## config.mk

```make
export PLATFORM = sky130hd
export DESIGN_NAME = fb_pixel_writer_flat
export DESIGN_NICKNAME = d
export VERILOG_FILES = /design/src/rtl/fb_pkg.sv /design/src/rtl/fb_pixel_writer_if.sv /design/src/rtl/fb_pixel_writer_px_fifo.sv /design/src/rtl/fb_pixel_writer.sv /design/src/flat_wrapper.sv
export SDC_FILE = /design/constraint.sdc
export NUM_CORES = 1
export LEC_CHECK = 0
export BUFFER_PORTS_ARGS = -buffer_cell sky130_fd_sc_hd__buf_2
export CAP_MARGIN = 20
export CORE_ASPECT_RATIO = 0.75
export CORE_MARGIN = 4
export CORE_UTILIZATION = 30
export DETAILED_ROUTE_END_ITERATION = 6
export GPL_TIMING_DRIVEN = 0
export PLACE_DENSITY = 0.51
export SETUP_SLACK_MARGIN = 0.3
export SYNTH_ARGS = -nofsm -noshare
export SYNTH_HDL_FRONTEND = slang
export SYNTH_SLANG_ARGS = --single-unit
```

## constraint.sdc

```tcl
create_clock -name clk -period 6.1 [get_ports clk]
set_input_delay 1.83 -clock clk [delete_from_list [all_inputs] [get_ports clk]]
set_output_delay 1.83 -clock clk [all_outputs]
set_load 0.01 [all_outputs]
```

## src/rtl/fb_pkg.sv

```systemverilog
// Shared definitions for the framebuffer pixel writer: default geometry,
// writer FSM states and the RGB888 -> RGB565 packing helper.
package fb_pkg;

   localparam int FB_W_DEF       = 160;
   localparam int FB_H_DEF       = 120;
   localparam int FIFO_DEPTH_DEF = 16;
   localparam int ADDR_W_DEF     = 15;

   typedef enum logic [1:0] {
      IDLE,
      ACTIVE,
      DRAIN,
      DONE
   } fb_state_e;

   // Keeps the top bits of each channel: {R[7:3], G[7:2], B[7:3]}.
   function automatic logic [15:0] rgb888_to_565(input logic [23:0] c);
      return {c[23:19], c[15:10], c[7:3]};
   endfunction

endpackage

```

## src/rtl/fb_pixel_writer_if.sv

```systemverilog
// Framebuffer write port: one valid/ready handshake carrying address and RGB565 data.
interface fb_pixel_writer_if #(
   parameter int ADDR_W = 15
) ();

   logic              mem_valid;
   logic              mem_ready;
   logic [ADDR_W-1:0] mem_addr;
   logic [15:0]       mem_data;

   modport master (
      output mem_valid,
      output mem_addr,
      output mem_data,
      input  mem_ready
   );

   modport slave (
      input  mem_valid,
      input  mem_addr,
      input  mem_data,
      output mem_ready
   );

endinterface

```

## src/rtl/fb_pixel_writer_px_fifo.sv

```systemverilog
// Synchronous pixel FIFO. The head entry is visible on dout while not empty;
// push is ignored when full and pop is ignored when empty.
module px_fifo #(
   parameter  int WIDTH = 31,
   parameter  int DEPTH = 16,
   localparam int AW    = $clog2(DEPTH)
) (
   input  logic             clk,
   input  logic             rst,
   input  logic             push,
   input  logic [WIDTH-1:0] din,
   input  logic             pop,
   output logic [WIDTH-1:0] dout,
   output logic             full,
   output logic             empty,
   output logic [AW:0]      count
);

   logic [WIDTH-1:0] mem [DEPTH];
   logic [AW-1:0]    wr_ptr_q, wr_ptr_d;
   logic [AW-1:0]    rd_ptr_q, rd_ptr_d;
   logic [AW:0]      count_q, count_d;
   logic             do_push, do_pop;

   assign full  = (count_q == (AW+1)'(DEPTH));
   assign empty = (count_q == '0);
   assign count = count_q;
   assign dout  = mem[rd_ptr_q];

   // NOTE: every signal driven here gets a default first, so no path can infer a latch.
   always_comb begin
      do_push  = push && !full;
      do_pop   = pop && !empty;
      wr_ptr_d = wr_ptr_q;
      rd_ptr_d = rd_ptr_q;
      count_d  = count_q;
      if (do_push) wr_ptr_d = wr_ptr_q + AW'(1);
      if (do_pop)  rd_ptr_d = rd_ptr_q + AW'(1);
      case ({do_push, do_pop})
         2'b10:   count_d = count_q + (AW+1)'(1);
         2'b01:   count_d = count_q - (AW+1)'(1);
         default: count_d = count_q;
      endcase
   end

   // NOTE: state flops use non-blocking assignments so every flop samples pre-edge values.
   always_ff @(posedge clk) begin
      if (!rst) begin
         wr_ptr_q <= '0;
         rd_ptr_q <= '0;
         count_q  <= '0;
      end else begin
         wr_ptr_q <= wr_ptr_d;
         rd_ptr_q <= rd_ptr_d;
         count_q  <= count_d;
      end
   end

   // NOTE: storage is not reset; the pointers and count alone decide what is valid.
   always_ff @(posedge clk) begin
      if (do_push) mem[wr_ptr_q] <= din;
   end

endmodule

```

## src/rtl/fb_pixel_writer.sv

```systemverilog
// Clips the rasterizer pixel stream to the framebuffer, packs {addr, RGB565},
// buffers it and issues framebuffer writes; pulses frame_done once the frame is written.
module fb_pixel_writer
   import fb_pkg::*;
#(
   parameter int FB_W       = FB_W_DEF,
   parameter int FB_H       = FB_H_DEF,
   parameter int FIFO_DEPTH = FIFO_DEPTH_DEF,
   parameter int ADDR_W     = ADDR_W_DEF
) (
   input  logic                      clk,
   input  logic                      rst,
   input  logic                      raster_start,
   input  logic                      pix_valid,
   input  logic [7:0]                px,
   input  logic [7:0]                py,
   input  logic [23:0]               pix_color,
   input  logic                      raster_done,
   output logic                      in_ready,
   fb_pixel_writer_if.master         mem,
   output logic                      frame_done,
   output logic                      overflow,
   output logic [15:0]               clip_count
);

   localparam int EW = ADDR_W + 16;
   localparam int CW = $clog2(FIFO_DEPTH) + 1;

   logic              in_bounds;
   logic [ADDR_W-1:0] pix_addr;
   logic              fifo_push, fifo_pop, fifo_full, fifo_empty;
   logic [EW-1:0]     fifo_dout;
   logic [CW-1:0]     fifo_count;
   logic              out_load;

   logic              mem_valid_q, mem_valid_d;
   logic [ADDR_W-1:0] mem_addr_q, mem_addr_d;
   logic [15:0]       mem_data_q, mem_data_d;
   logic              overflow_q, overflow_d;
   logic [15:0]       clip_count_q, clip_count_d;
   fb_state_e         state_q, state_d;

   // px/py are zero-extended so FB_W/FB_H up to 256 compare correctly.
   assign in_bounds = (32'(px) < FB_W) && (32'(py) < FB_H);
   assign pix_addr  = ADDR_W'(py) * ADDR_W'(FB_W) + ADDR_W'(px);
   assign fifo_push = pix_valid && in_bounds && !fifo_full;

   // The output register refills whenever it is empty or its write is being accepted.
   assign out_load  = !mem_valid_q || mem.mem_ready;
   assign fifo_pop  = out_load && !fifo_empty;

   px_fifo #(
      .WIDTH (EW),
      .DEPTH (FIFO_DEPTH)
   ) u_fifo (
      .clk   (clk),
      .rst   (rst),
      .push  (fifo_push),
      .din   ({pix_addr, rgb888_to_565(pix_color)}),
      .pop   (fifo_pop),
      .dout  (fifo_dout),
      .full  (fifo_full),
      .empty (fifo_empty),
      .count (fifo_count)
   );

   always_comb begin
      mem_valid_d = mem_valid_q;
      mem_addr_d  = mem_addr_q;
      mem_data_d  = mem_data_q;
      if (out_load) begin
         mem_valid_d = !fifo_empty;
         if (!fifo_empty) {mem_addr_d, mem_data_d} = fifo_dout;
      end
   end

   // A new frame clears the per-frame statistics before this cycle's events count.
   always_comb begin
      clip_count_d = raster_start ? 16'd0 : clip_count_q;
      overflow_d   = overflow_q && !raster_start;
      if (pix_valid && !in_bounds && clip_count_d != 16'hFFFF)
         clip_count_d = clip_count_d + 16'd1;
      if (pix_valid && in_bounds && fifo_full)
         overflow_d = 1'b1;
   end

   always_ff @(posedge clk) begin
      if (!rst) begin
         mem_valid_q  <= 1'b0;
         mem_addr_q   <= '0;
         mem_data_q   <= '0;
         overflow_q   <= 1'b0;
         clip_count_q <= '0;
      end else begin
         mem_valid_q  <= mem_valid_d;
         mem_addr_q   <= mem_addr_d;
         mem_data_q   <= mem_data_d;
         overflow_q   <= overflow_d;
         clip_count_q <= clip_count_d;
      end
   end

   always_ff @(posedge clk) begin
      if (!rst) state_q <= IDLE;
      else      state_q <= state_d;
   end

   always_comb begin
      state_d = state_q;
      case (state_q)
         IDLE:    state_d = IDLE;
         ACTIVE:  if (raster_done) state_d = DRAIN;
         DRAIN:   if (fifo_count == '0 && !mem_valid_q) state_d = DONE;
         DONE:    state_d = IDLE;
         default: state_d = IDLE;
      endcase
      if (raster_start) state_d = ACTIVE;
   end

   // A restart landing on the DONE cycle cancels the old frame's pulse.
   assign frame_done    = (state_q == DONE) && !raster_start;
   assign in_ready      = !fifo_full;
   assign overflow      = overflow_q;
   assign clip_count    = clip_count_q;
   assign mem.mem_valid = mem_valid_q;
   assign mem.mem_addr  = mem_addr_q;
   assign mem.mem_data  = mem_data_q;

endmodule

```

## src/flat_wrapper.sv

```systemverilog
// flat-port wrapper written by rule: the top's interface ports become plain ports
module fb_pixel_writer_flat import fb_pkg::*;
#(
   parameter int FB_W       = FB_W_DEF,
   parameter int FB_H       = FB_H_DEF,
   parameter int FIFO_DEPTH = FIFO_DEPTH_DEF,
   parameter int ADDR_W     = ADDR_W_DEF
)
  (clk, rst, raster_start, pix_valid, px, py, pix_color, raster_done, in_ready, frame_done, overflow, clip_count, mem_mem_valid, mem_mem_addr, mem_mem_data, mem_mem_ready);
  fb_pixel_writer_if #(.ADDR_W(ADDR_W)) mem_i ();
  input  logic clk;
  input  logic rst;
  input  logic raster_start;
  input  logic pix_valid;
  input  logic [7:0] px;
  input  logic [7:0] py;
  input  logic [23:0] pix_color;
  input  logic raster_done;
  output logic in_ready;
  output logic frame_done;
  output logic overflow;
  output logic [15:0] clip_count;
  output wire logic [$bits(mem_i.mem_valid)-1:0] mem_mem_valid;
  output wire logic [$bits(mem_i.mem_addr)-1:0] mem_mem_addr;
  output wire logic [$bits(mem_i.mem_data)-1:0] mem_mem_data;
  input wire logic [$bits(mem_i.mem_ready)-1:0] mem_mem_ready;
  assign mem_mem_valid = mem_i.mem_valid;
  assign mem_mem_addr = mem_i.mem_addr;
  assign mem_mem_data = mem_i.mem_data;
  assign mem_i.mem_ready = mem_mem_ready;
  fb_pixel_writer #(.FB_W(FB_W), .FB_H(FB_H), .FIFO_DEPTH(FIFO_DEPTH), .ADDR_W(ADDR_W)) u_core (.clk(clk), .rst(rst), .raster_start(raster_start), .pix_valid(pix_valid), .px(px), .py(py), .pix_color(pix_color), .raster_done(raster_done), .in_ready(in_ready), .mem(mem_i), .frame_done(frame_done), .overflow(overflow), .clip_count(clip_count));
endmodule
```

==> results of run 1 <==
==> flip-flops by register name (all words and copies together) (netlist names) <==
register and flops:
u_core.clip_count 16, u_core.state_q 2, u_core.mem.mem_addr 15, u_core.mem.mem_data 16, u_core.overflow 1, u_core.mem.mem_valid 1, u_core.u_fifo.count 5, u_core.u_fifo.rd_ptr_q 4
u_core.u_fifo.wr_ptr_q 4, u_core.u_fifo.mem 496
==> kinds of logic (layout without fill, tap and decap cells) <==
| group | after synthesis | count (layout) | synth area share, % |
|---|---|---|---|
| buf+inv | 86 | 314 | 2.38 |
| simple gates | 164 | 164 | 3.94 |
| mux | 160 | 160 | 14.5 |
| other cells | 0 | 1 | 0 |
| compound gates | 141 | 141 | 4.64 |
| fa+ha+maj | 32 | 32 | 1.87 |
| xor+xnor | 28 | 28 | 1.09 |
| flops | 560 | 560 | 71.6 |
==> worst max-delay path by stage <==
stage                      start                        to  slack [ns]  cells after the start
floorplan                  py[3]   u_core.u_fifo.mem[3][0]        0.73                      4
global placement           px[6]   u_core.u_fifo.mem[3][4]       -1.96                      5
detailed placement         py[1]  u_core.u_fifo.mem[3][30]        0.84                      9
CTS                        py[1]  u_core.u_fifo.mem[5][30]        1.43                      9
global route        raster_start                frame_done        1.48                      4
finish              raster_start                frame_done        1.58                      4
==> cell type report <==
| cell class | count | area (µm²) |
|---|---|---|
| Multi-Input combinational cell | 525 | 5980 |
| Fill cell | 6878 | 47200 |
| Sequential cell | 560 | 16200 |
| Buffer | 60 | 439 |
| Tap cell | 968 | 1210 |
| Timing Repair Buffer | 130 | 1150 |
| Clock buffer | 70 | 1480 |
| Antenna cell | 1 | 2.50 |
| Clock inverter | 28 | 305 |
| Inverter | 26 | 97.6 |
==> per-stage QoR <==
stage | utilization (%) | instances | hold WS (ns)
3_5_place_dp | 33.8 | 2265 | 0.464
6_report | 36.3 | 2368 | 0.478
2_1_floorplan | - | 1171 | 0.478
4_1_cts | 36.2 | 2363 | 0.481
5_1_grt | 36.3 | 2367 | 0.485
3_3_place_gp | 32.7 | 2227 | 0.463
==> routing by layer <==
metal / part of all wire [%] / vias to the layer above / GRT usage [%]
met5: 0.17 / - / 0.845
met4: 1.5 / 2 / 2.53
met3: 6.2 / 60 / 2.70
met2: 44 / 342 / 21.1
met1: 48 / 6035 / 20.8
li1: - / 5159 / -
==> worst max-delay path, delay by kind of cell <==
kind,cells,cell delay (ns)
buffers and inverters,3,0.73
AND/OR/NAND/NOR,1,0.13
==> cells in the mapped netlist, drive strengths merged (2+ instances only) <==
master   number  share of area, %
edfxtp      496                66
mux4        124                13
dfxtp        64               5.7
a21oi        47               1.1
nor2         44              0.73
nor2b        43               1.2
buf          42               1.6
mux2i        36               1.6
a211oi       35               1.3
a22o         31               1.2
ha           29               1.6
inv          25              0.42
nand2        22              0.37
clkbuf       18              0.30
xnor2        15              0.58
xor2         13              0.50
nor3         10              0.22
nand4         9              0.25
o21ai         7              0.16
nand3         5              0.11
nor4          5              0.20
a21o          4              0.13
and2          4              0.11
and3          3             0.083
fa            3              0.27
o21a          3              0.10
o31ai         3              0.10
or2           3             0.083
or4           3              0.10
a2111oi       2              0.19
and4          2             0.078
nand2b        2             0.055
nor3b         2             0.066
o2111ai       2             0.078
==> power by group through the flow <==
stage / Clock, mW / Combinational [mW] / Sequential [mW]
after floorplan: 0 / 1.69 / 4.58
final: 3.39 / 2.52 / 4.47
after global placement: 0 / 2.50 / 4.56
after detailed placement: 0 / 2.56 / 4.55
after CTS: 3.47 / 2.57 / 4.47
after global routing: 3.65 / 2.74 / 4.48
==> placed cells by master (no fill, tap or decap), types with 12 or more instances in the layout <==
cell,Yosys,final
a211oi_1,29,29
a21oi_1,45,45
a22o_1,31,31
buf_12,7,14
buf_16,0,12
buf_2,19,107
buf_6,7,25
clkbuf_1,17,26
clkbuf_16,0,54
clkinv_2,0,12
dfxtp_1,64,64
edfxtp_1,496,496
ha_1,29,29
inv_1,24,24
mux2i_1,36,36
mux4_1,30,30
mux4_2,94,94
nand2_1,22,22
nor2_1,44,32
nor2_4,0,12
nor2b_1,43,43
xnor2_1,15,15
xor2_1,13,13
==> results.cfg, run 1 <==
[critical_path]
crit_fanout = 10
reg2reg_depth = 11
timing.critical_path.mode_cell = buf_2
crit-reg2reg-launch = u_core.u_fifo.count[4]
r2r_slack_ns = 2.91
cp.required_ns = 4.27
endpoint_kind = primary output
reg2reg_to = u_core.u_fifo.count[4]
critPathArrivalTime_ns = 2.69
cp-start-kind = input port
crit_chain = buf_2 > buf_1 > nor2b_1 > buf_2
critical_path.slowest_cell = buf_1
worstSetupPathType = input port to primary output
max_stage_delay_ns = 0.44

[pwr]
internal_power_mw = 7.51
p_leak_nw = 8.77
power.density_mw_per_mm2 = 387
p_comb_share_pct = 24.3
pwr-share-seq_pct = 43.0
clockPowerShare_pct = 32.7
ir_drop_mv = 0.237
power_switching_mw = 2.87
power.share.switching_pct = 27.6
p_total_mw = 10.4

[timing]
fin_tns_setup_ns = 0
clock-skew-final_ns = 0.0190
rsz0062_at_grt = no
slew_headroom_pct = 35.4
min_period_over_period_pct = 74.1
finalHoldViolCount = 0
period_minus_slack_ns = 4.52
setup_viol = 0
worst_slew_pin_slew_ns = 0.964
slew_violations = 0
fmax_ghz = 0.221
setup_ws_ns = 1.58

[synth]
synthArstFlopShare_pct = 0
ys_seq_area_share_pct = 71.6
synth_seq_cells = 560
yosysWarnings = 0
synth_edf_count = 496
ys.flop_type = edfxtp_1
synth_cell_types = 63
netlist_instances = 1171
netlist_area_mm2 = 0.0226
synth.avg_cell_area_um2 = 19.3
syn-num-nets = 1249

[route]
first_pass_iters = 5
drt-wirelength-per-cell_um = 23.6
drt_wl_total_mm = 56.0
drt_iter0_drc = 905
vias_per_cell = 4.90
drc = 0
ant_nets = 0
num_vias = 11600

[cts]
cts_buffers = 53
cts_resized = 0
cts_sinks = 560
clkTransAtPathRegs_ns = 0.06
cts-htree-levels = 2
clockBufferDepth = 3
clkLatencyLatePin_ns = 0.59
cts_tree = yes
cts_hold_buf = 0
postCtsSetupRepairBufs = 0
root_buffer = clkbuf_16

[worst_hold_path]
holdPathEnd = u_core.mem.mem_data[15]
hold_path_class = flip-flop to flip-flop
min_from = u_core.mem.mem_data[15]
whs_path_depth = 1

[placement]
post-place-ws_ns = 0.836
place_area_mm2 = 0.0250
io_buffers = 88
gp_congestion = 0.722
dp_hpwl_mm = 36.8

[grt]
grt_pass1_wl_mm = 81.8
grt_pass1_vias = 11800
grt_usage_pct = 13.9
overflow = 0
antenna_found_initial = 1
grt_start_max_net_pins = 23

[cells_and_area]
drive_above_1_share_pct = 27.2
post-route-cell-area_mm2 = 0.0268
syn_to_final_growth_pct = 18.9
nets = 1434

[job]
drv_cap = 0

[floorplan]
die_h_um = 246
die-area_mm2 = 0.0798
io_pins = 97
core_mm2 = 0.0740
initial_core_util_pct = 30.5
die_w_um = 325
core.rowCount = 86

[run_status]
outcome = complete, no violations
(Power assumes the default switching activity.)
==> run 2, diff against run 1 <==
--- a/config.mk
+++ b/config.mk
@@ -12,7 +12,7 @@
 export CORE_UTILIZATION = 30
 export DETAILED_ROUTE_END_ITERATION = 6
 export GPL_TIMING_DRIVEN = 0
-export PLACE_DENSITY = 0.51
+export PLACE_DENSITY = 0.52
 export SETUP_SLACK_MARGIN = 0.3
 export SYNTH_ARGS = -nofsm -noshare
 export SYNTH_HDL_FRONTEND = slang
==> constraint.sdc (replaced) <==
create_clock -name clk -period 3.8 [get_ports clk]
set_input_delay 1.14 -clock clk [delete_from_list [all_inputs] [get_ports clk]]
set_output_delay 1.14 -clock clk [all_outputs]
set_load 0.01 [all_outputs]
==> run 2 against run 1 <==
Compared with the run above:
- flip-flop and latch count is the same
- die area is the same
- sequential share of layout area grew 0.26 points
- wire length shrank 3.0%
- total power grew 59%
- first-iteration DRC count shrank 21%
- count of clock-buffer cells in the layout grew 13
- sequential power grew 61%
- critical path depth grew 6
- clock power grew 57%
==> results.cfg, run 2 (synthesized netlist as in run 1, its figures left out) <==
[route]
wl_met3_mm = 2.43
drc = 0
first_pass_iters = 5
vias_per_cell = 4.84
dr_wl_met2_mm = 25.2
drt-wirelength-per-cell_um = 23.0
drt_wl_total_mm = 54.3
met1_length_mm = 25.9
top_layer_used = met4
num_vias = 11400
ant_nets = 0
drt_iter0_drc = 715

[placement]
io_buffers = 88
gp_congestion = 0.751
dp_hpwl_mm = 34.9

[cts]
clkLatencyLatePin_ns = 0.62
cts_tree = yes
cts-htree-levels = 2
clkTransAtPathRegs_ns = 0.07
cts_sinks = 560
cts_buffers = 56
clockBufferDepth = 3
root_buffer = clkbuf_16

[critical_path]
endpoint_kind = flip-flop
critPathArrivalTime_ns = 3.69
reg2reg_to = u_core.u_fifo.count[4]
cp_num_buf_inv = 3
r2r_slack_ns = 0.58
crit_chain = buf_2 > ha_1 > ha_1 > inv_1 > fa_1 > nor4b_1 > nor2b_1 > nand4_1 > xnor2_4 > buf_12
max_stage_delay_ns = 0.49
worstSetupPathType = input port to flip-flop
critical_path.slowest_cell = nor4b_1
reg2reg_depth = 11
timing.critical_path.mode_cell = ha_1
cp.required_ns = 4.15
startpoint = py[1]
crit_fanout = 16
crit-reg2reg-launch = u_core.u_fifo.count[4]
cp-start-kind = input port
crit_family = simple AND/OR/NAND/NOR gates
critical_path_depth = 10

[pwr]
pwr-share-seq_pct = 43.5
power.density_mw_per_mm2 = 618
clockPowerShare_pct = 32.2
power_switching_mw = 4.59
power.share.switching_pct = 27.8
p_comb_share_pct = 24.3
p_leak_nw = 8.65
ir_drop_mv = 0.304
internal_power_mw = 11.9

[timing]
period_minus_slack_ns = 3.34
slew_violations = 0
worst_hold_slack_ns = 0.475
min_period_over_period_pct = 87.8
clock-skew-final_ns = 0.0204
rsz0062_at_grt = no
setup_viol = 0
finalHoldViolCount = 0
fmax_ghz = 0.300
slew_headroom_pct = 34.4
fin_tns_setup_ns = 0
worst_slew_pin_slew_ns = 0.984

[cells_and_area]
largest_reg_flops = 496
nets = 1424
regArea_mm2 = 0.0162
multi_input_area_mm2 = 0.00605
syn_to_final_growth_pct = 18.4
top_register = u_core.u_fifo.mem
nFillCells = 6870
layout_common_cells = 496 x edfxtp_1, 107 x buf_2, 94 x mux4_2
layout_commonest_cell = edfxtp_1
drive_above_1_share_pct = 25.7

[floorplan]
core_mm2 = 0.0740
die_w_um = 325
die-area_mm2 = 0.0798
io_pins = 97
initial_core_util_pct = 30.5
core.rowCount = 86
die_h_um = 246

[worst_hold_path]
min_from = u_core.mem.mem_addr[14]
hold_path_class = flip-flop to flip-flop
whs_path_depth = 1
holdPathEnd = u_core.mem.mem_addr[14]

[grt]
antenna_found_initial = 1
grt_start_max_net_pins = 21
overflow = 0
grt_pass1_wl_mm = 80.6
grt_usage_pct = 13.6
grt_pass1_vias = 11900

[run_status]
outcome = complete, no violations

[job]
drv_cap = 0
run 2: layout make-up:
class / instances / share of cell area, %
Buffer: 60 / 1.64
Clock buffer: 83 / 5.74
Clock inverter: 22 / 0.833
Timing Repair Buffer: 117 / 3.71
Multi-Input combinational cell: 525 / 22.6
Sequential cell: 560 / 60.5
Tap cell: 968 / 4.53
Antenna cell: 2 / 0.0187
Inverter: 26 / 0.365
run 2: through the flow:
stage | worst slack, ns | power [mW] | utilization [%] | instances | cell area (µm²)
2_1_floorplan | -0.0172 | 10.1 | - | 1171 | 22600
3_3_place_gp | -2.32 | 11.3 | 32.8 | 2227 | 24300
3_5_place_dp | -0.446 | 11.4 | 33.6 | 2249 | 24900
4_1_cts | 0.345 | 16.8 | 36.0 | 2354 | 26700
5_1_grt | 0.305 | 17.4 | 36.1 | 2361 | 26700
6_report | 0.465 | 16.5 | 36.1 | 2363 | 26700
run 2: worst max path at each step:
stage,endpoint
2_1_floorplan,u_core.u_fifo.mem[7][0]
3_3_place_gp,u_core.u_fifo.mem[11][5]
3_5_place_dp,u_core.u_fifo.mem[11][30]
4_1_cts,u_core.u_fifo.mem[7][30]
5_1_grt,u_core.u_fifo.count[4]
6_report,u_core.u_fifo.mem[11][30]
run 2: metal layers:
| metal | GRT usage [%] | vias to the layer above |
|---|---|---|
| met5 | 0 | - |
| met4 | 2.75 | 0 |
| met3 | 2.32 | 60 |
| met2 | 21.6 | 249 |
| met1 | 19.7 | 5975 |
| li1 | - | 5151 |
run 2: power groups by stage:
stage	sequential, mW	clock [mW]	combinational, mW
after floorplan	7.35	0	2.72
after global placement	7.32	0	3.99
after detailed placement	7.32	0	4.09
after CTS	7.19	5.47	4.11
after global routing	7.21	5.76	4.40
final	7.18	5.33	4.02
run 2: what timing repair did:
item,in CTS,in global routing
gates resized for setup,2,1
endpoints found under the hold margin,0,0
pin swaps,0,2
setup endpoints to repair,32,17
setup buffers,0,3
hold buffers,0,0
